===== src/rtl/sp_ram_arbiter_if.sv =====
// sp_ram_arbiter_if: two requester ports (A, B) sharing one single-port RAM through sp_ram_arbiter.
interface sp_ram_arbiter_if #(
  parameter int DATA = 8,
  parameter int ADDR = 10
);
  logic            a_req, b_req;
  logic            a_wr, b_wr;
  logic [ADDR-1:0] a_addr, b_addr;
  logic [DATA-1:0] a_din, b_din;
  logic            a_gnt, b_gnt;
  logic            a_rvalid, b_rvalid;
  logic [DATA-1:0] a_dout, b_dout;
  modport master (
    output a_req, a_wr, a_addr, a_din, b_req, b_wr, b_addr, b_din,
    input  a_gnt, a_rvalid, a_dout, b_gnt, b_rvalid, b_dout
  );
  modport slave (
    input  a_req, a_wr, a_addr, a_din, b_req, b_wr, b_addr, b_din,
    output a_gnt, a_rvalid, a_dout, b_gnt, b_rvalid, b_dout
  );
endinterface


===== src/rtl/sp_ram_arbiter.sv =====
// sp_ram_arbiter: one-grant-per-cycle arbiter in front of a registered-read single-port RAM.
// Round-robin by default; SP_RAM_ARB_FIXED_PRIO_EN selects A-first with a B starvation bound.
module sp_ram_arbiter #(
  parameter int DATA     = 8,
  parameter int ADDR     = 10,
  parameter int MAX_WAIT = 4
) (
  input  logic            clk,
  input  logic            rst_n,
  sp_ram_arbiter_if.slave bus,
  output logic            ram_wr_o,
  output logic [ADDR-1:0] ram_addr_o,
  output logic [DATA-1:0] ram_din_o,
  input  logic [DATA-1:0] ram_dout_i
);
  if (MAX_WAIT < 1 || MAX_WAIT > 255) begin : g_bad_max_wait
    $error("MAX_WAIT must be 1..255");
  end
  logic            ready_q;
  logic            a_win;
  logic            pend_a_q, pend_a_d, pend_b_q, pend_b_d;
  logic [DATA-1:0] a_dout_q, a_dout_d, b_dout_q, b_dout_d;
`ifdef SP_RAM_ARB_FIXED_PRIO_EN
  logic [7:0] wait_q, wait_d;
  assign a_win = wait_q < 8'(MAX_WAIT);
  always_comb wait_d = bus.b_gnt ? 8'd0 : (bus.b_req && ready_q) ? wait_q + 8'd1 : wait_q;
  always_ff @(posedge clk or negedge rst_n)
    if (!rst_n) wait_q <= 8'd0;
    else        wait_q <= wait_d;
`else
  // last_q = 1 means B was granted most recently, so A wins the next tie
  logic last_q, last_d;
  assign a_win = last_q;
  always_comb last_d = bus.a_gnt ? 1'b0 : bus.b_gnt ? 1'b1 : last_q;
  always_ff @(posedge clk or negedge rst_n)
    if (!rst_n) last_q <= 1'b1;
    else        last_q <= last_d;
`endif
  assign bus.a_gnt = ready_q && bus.a_req && (!bus.b_req || a_win);
  assign bus.b_gnt = ready_q && bus.b_req && !bus.a_gnt;
  assign ram_wr_o   = (bus.a_gnt && bus.a_wr) || (bus.b_gnt && bus.b_wr);
  assign ram_addr_o = bus.b_gnt ? bus.b_addr : bus.a_addr;
  assign ram_din_o  = bus.b_gnt ? bus.b_din : bus.a_din;
  assign pend_a_d = bus.a_gnt && !bus.a_wr;
  assign pend_b_d = bus.b_gnt && !bus.b_wr;
  // read data is shown in the rvalid cycle and held afterwards
  assign a_dout_d = pend_a_q ? ram_dout_i : a_dout_q;
  assign b_dout_d = pend_b_q ? ram_dout_i : b_dout_q;
  assign bus.a_rvalid = pend_a_q;
  assign bus.b_rvalid = pend_b_q;
  assign bus.a_dout   = a_dout_d;
  assign bus.b_dout   = b_dout_d;
  always_ff @(posedge clk or negedge rst_n)
    if (!rst_n) begin
      ready_q  <= 1'b0;
      pend_a_q <= 1'b0;
      pend_b_q <= 1'b0;
      a_dout_q <= '0;
      b_dout_q <= '0;
    end else begin
      ready_q  <= 1'b1;
      pend_a_q <= pend_a_d;
      pend_b_q <= pend_b_d;
      a_dout_q <= a_dout_d;
      b_dout_q <= b_dout_d;
    end
endmodule


===== src/flat_wrapper.sv =====
// flat-port wrapper written by rule: the top's interface ports become plain ports
module sp_ram_arbiter_flat 
#(
  parameter int DATA     = 8,
  parameter int ADDR     = 10,
  parameter int MAX_WAIT = 4
)
  (clk, rst_n, ram_wr_o, ram_addr_o, ram_din_o, ram_dout_i, bus_a_req, bus_a_wr, bus_a_addr, bus_a_din, bus_b_req, bus_b_wr, bus_b_addr, bus_b_din, bus_a_gnt, bus_a_rvalid, bus_a_dout, bus_b_gnt, bus_b_rvalid, bus_b_dout);
  sp_ram_arbiter_if #(.DATA(DATA), .ADDR(ADDR)) bus_i ();
  input  logic clk;
  input  logic rst_n;
  output logic ram_wr_o;
  output logic [ADDR-1:0] ram_addr_o;
  output logic [DATA-1:0] ram_din_o;
  input  logic [DATA-1:0] ram_dout_i;
  input wire logic [$bits(bus_i.a_req)-1:0] bus_a_req;
  input wire logic [$bits(bus_i.a_wr)-1:0] bus_a_wr;
  input wire logic [$bits(bus_i.a_addr)-1:0] bus_a_addr;
  input wire logic [$bits(bus_i.a_din)-1:0] bus_a_din;
  input wire logic [$bits(bus_i.b_req)-1:0] bus_b_req;
  input wire logic [$bits(bus_i.b_wr)-1:0] bus_b_wr;
  input wire logic [$bits(bus_i.b_addr)-1:0] bus_b_addr;
  input wire logic [$bits(bus_i.b_din)-1:0] bus_b_din;
  output wire logic [$bits(bus_i.a_gnt)-1:0] bus_a_gnt;
  output wire logic [$bits(bus_i.a_rvalid)-1:0] bus_a_rvalid;
  output wire logic [$bits(bus_i.a_dout)-1:0] bus_a_dout;
  output wire logic [$bits(bus_i.b_gnt)-1:0] bus_b_gnt;
  output wire logic [$bits(bus_i.b_rvalid)-1:0] bus_b_rvalid;
  output wire logic [$bits(bus_i.b_dout)-1:0] bus_b_dout;
  assign bus_i.a_req = bus_a_req;
  assign bus_i.a_wr = bus_a_wr;
  assign bus_i.a_addr = bus_a_addr;
  assign bus_i.a_din = bus_a_din;
  assign bus_i.b_req = bus_b_req;
  assign bus_i.b_wr = bus_b_wr;
  assign bus_i.b_addr = bus_b_addr;
  assign bus_i.b_din = bus_b_din;
  assign bus_a_gnt = bus_i.a_gnt;
  assign bus_a_rvalid = bus_i.a_rvalid;
  assign bus_a_dout = bus_i.a_dout;
  assign bus_b_gnt = bus_i.b_gnt;
  assign bus_b_rvalid = bus_i.b_rvalid;
  assign bus_b_dout = bus_i.b_dout;
  sp_ram_arbiter #(.DATA(DATA), .ADDR(ADDR), .MAX_WAIT(MAX_WAIT)) u_core (.clk(clk), .rst_n(rst_n), .bus(bus_i), .ram_wr_o(ram_wr_o), .ram_addr_o(ram_addr_o), .ram_din_o(ram_din_o), .ram_dout_i(ram_dout_i));
endmodule

===== config.mk =====
export PLATFORM = sky130hd
export DESIGN_NAME = sp_ram_arbiter_flat
export DESIGN_NICKNAME = d
export VERILOG_FILES = /design/src/rtl/sp_ram_arbiter_if.sv /design/src/rtl/sp_ram_arbiter.sv /design/src/flat_wrapper.sv
export SDC_FILE = /design/constraint.sdc
export NUM_CORES = 1
export LEC_CHECK = 0
export ABC_CLOCK_PERIOD_IN_PS = 1750
export CAP_MARGIN = 10
export CORE_ASPECT_RATIO = 0.9
export CORE_MARGIN = 4
export CORE_UTILIZATION = 32
export CTS_CLUSTER_DIAMETER = 60
export DETAILED_ROUTE_END_ITERATION = 6
export PLACE_DENSITY = 0.81
export RECOVER_POWER = 50
export SYNTH_ARGS = -nofsm -noshare
export SYNTH_HDL_FRONTEND = slang
export SYNTH_SLANG_ARGS = --single-unit

===== constraint.sdc =====
create_clock -name clk -period 1.75 [get_ports clk]
set_input_delay 0.35 -clock clk [delete_from_list [all_inputs] [get_ports clk]]
set_output_delay 0.35 -clock clk [all_outputs]
set_load 0.02 [all_outputs]

==> metrics <==
outcome=complete, but fails checks; failing checks=setup timing; Critical Path End Type=primary output; CP max FO=5; Overflow after GRT=0; dpl hpwl=3140 um; First DRT Iteration DRCs=32; reg2reg end=u_core.bus.a_rvalid; DRC=0; GR Util All Layers=0.179; vias in the first global route=1147; Netlist Area Pre-Place=1060 um2; row count=19; Synth top area share=0.448; nets@finish=230; hold-fix buffer count after cts=0; CTS tree=built; Die Ht=62.7 um; launch point of the worst path=u_core.a_win; first-pass GRT wire length=5750 um; Yosys reg bits=20; post-route insts no fill=221; Avg Synthesized Cell Area=14.6 um2; via count=992; Rel. slew slack=0.555; Area Overhead vs Synth=99.9%; IO Pins=89; dpl cells=210; largest area contributor in the netlist=dfrtp_1; port bufs=88; clk sinks=20; final setup margin=-0.180 ns; Worst Clk Skew=0.00829 ns; final WL=3810 um; critical path class=reg2out; DRT antenna net count=0; Placed Area=2060 um2; share of cells above drive strength 1=0.497; Power Total=1690 uW; clock latency on the worst-skew pair=0.25 ns; CP endpoint=ram_addr_o[7]; drt via density=4.49; Worst Path Arrival=1.58 ns; worst slack, placed=-0.704 ns; slew of the pin with the lowest slew margin=0.667 ns; starting density of the core=0.341; die area=4310 um2; final instance area=2120 um2; Critical path buffers and inverters=2; Max Slew Vio Count=0; count of different cell masters after synthesis=16; critical path required time=1.40 ns; initial antenna violation count=0; FF-to-FF setup slack=0.55 ns; CP dominant cell by count=buf_6; Clock Pin Slew Worst Setup and Hold Paths=0.07 ns; CTS max path bufs=2; unrepaired setup endpoints after global routing=yes; hold violation count in the final report=0; maximum vdd ir drop=0.000642 V; Area contributors post-synth=dfrtp_1 (45%), mux2_4 (25%), mux2_2 (17%); Routed wire per std cell=17.2 um; Leak=0.00102 uW; CTS H-tree depth=1; TritonRoute pass-1 iters=4; Max-cap violations=0; Synth Warn #=0; Synthesized Nets=123; Worst R2R Start=u_core.a_win; GP Congestion=0.776; CP max-delay cell=dfstp_2; CP startpoint kind=register; total CTS buffers=3; critical path cell sequence=nand2_4 > nand3_4 > buf_6 > mux2_4 > buf_6; Mapped Cells=73; Setup Total Neg Slack=-2.97 ns; Tmin final=1.93 ns; CP delay by family, top=flip-flops; clock root buffer=clkbuf_8; Worst Reg-to-Reg Cells=5; largest net degree at the start of global routing=14; DIE WIDTH=68.7 um; cell count along the critical path=5; n_diodes=0; Period Utilization, post-route=1.10; pwr/cell area=794 nW/um2; HP Class=in2async; critical path's largest stage delay=0.55 ns; core footprint=3110 um2; Fmax=0.518 GHz; sequential share of the synthesized area=0.472; Setup violations, final=23
-- final cells by class --
cell class | count | area [um2]
well taps | 42 | 52.6
repair buffers | 106 | 966
fillers | 240 | 991
clock buffers | 4 | 45.0
inverters | 1 | 3.75
flip-flops and latches | 20 | 502
multi-input cells | 48 | 554
-- metrics by stage --
step,util,hold WS (ns)
6_report,0.682,0.436
2_1_floorplan,-,0.0544
3_5_place_dp,0.661,0.487
5_1_grt,0.682,0.455
4_1_cts,0.716,0.369
3_3_place_gp,0.661,0.480
-- metal layers --
metal  track usage  vias up  wire [um]
met3        0.0468        2        133
met5             0        -          0
met1         0.191      496       1350
li1              -      467          -
met4        0.0365        0         14
met2         0.341       27       2310
-- worst reg2reg max path, delay by kind of cell (launching register included) --
family / cells / cell delay, ns
flops: 1 / 0.55
buf+inv: 2 / 0.19
simple gates: 3 / 0.39
-- registers in the layout, summed over array words and instances (netlist names) --
name	cells
u_core.a_dout_q	8
u_core.b_dout_q	8
u_core.a_win	1
u_core.bus.a_rvalid	1
u_core.bus.b_rvalid	1
u_core.ready_q	1
-- cells in the mapped netlist --
cell,number
nand3_1,2
a21boi_0,1
conb_1,1
mux2_2,16
nand3_2,1
nor2_1,1
mux2_4,18
dfstp_2,1
nand2_1,4
nand2b_1,1
buf_2,2
o21ai_0,1
nor2b_1,2
buf_6,2
dfrtp_1,19
inv_1,1
-- worst min path at each step --
| stage | startpoint | to | slack [ns] | cells after the start |
|---|---|---|---|---|
| floorplan | rst_n | u_core.a_dout_q[0] | 0.05 | 0 |
| global placement | u_core.b_dout_q[3] | u_core.b_dout_q[3] | 0.48 | 1 |
| detailed placement | u_core.b_dout_q[7] | u_core.b_dout_q[7] | 0.49 | 1 |
| CTS | rst_n | u_core.bus.b_rvalid | 0.37 | 1 |
| global route | rst_n | u_core.bus.b_rvalid | 0.45 | 1 |
| finish | rst_n | u_core.bus.b_rvalid | 0.44 | 1 |
-- power by group --
group          internal [uW]  switching (uW)  total (uW)
clock network            162             135         297
registers                565            29.6         595
logic                    417             378         795
total                   1140             543        1690
-- kinds of logic after synthesis --
group	share of synthesized area
DFF	0.472
buffers and inverters	0.0342
AOI/OAI and AO/OA	0.0118
and+or+nand+nor	0.0542
other	0.00353
muxes	0.424
-- what timing repair did --
action | 4_1_cts | 5_1_grt
endpoints found under the hold margin | 0 | 0
resized for setup | 167 | 28
setup buffers | 5 | 3
pin swaps | 2 | 1
endpoints found under the setup margin | 38 | 37
gates cloned | 2 | 0
-- placed cells by master (no fill, tap or decap), drive strengths merged, types with 2 or more instances in the layout --
cell type       n
buf            47
nand3           3
clkdlybuf4s15   2
nor2b           2
dlygate4sd2     3
mux2           34
nand2           4
clkbuf         10
clkdlybuf4s50  47
dfrtp          19
Power figures use the tool's default switching activity.
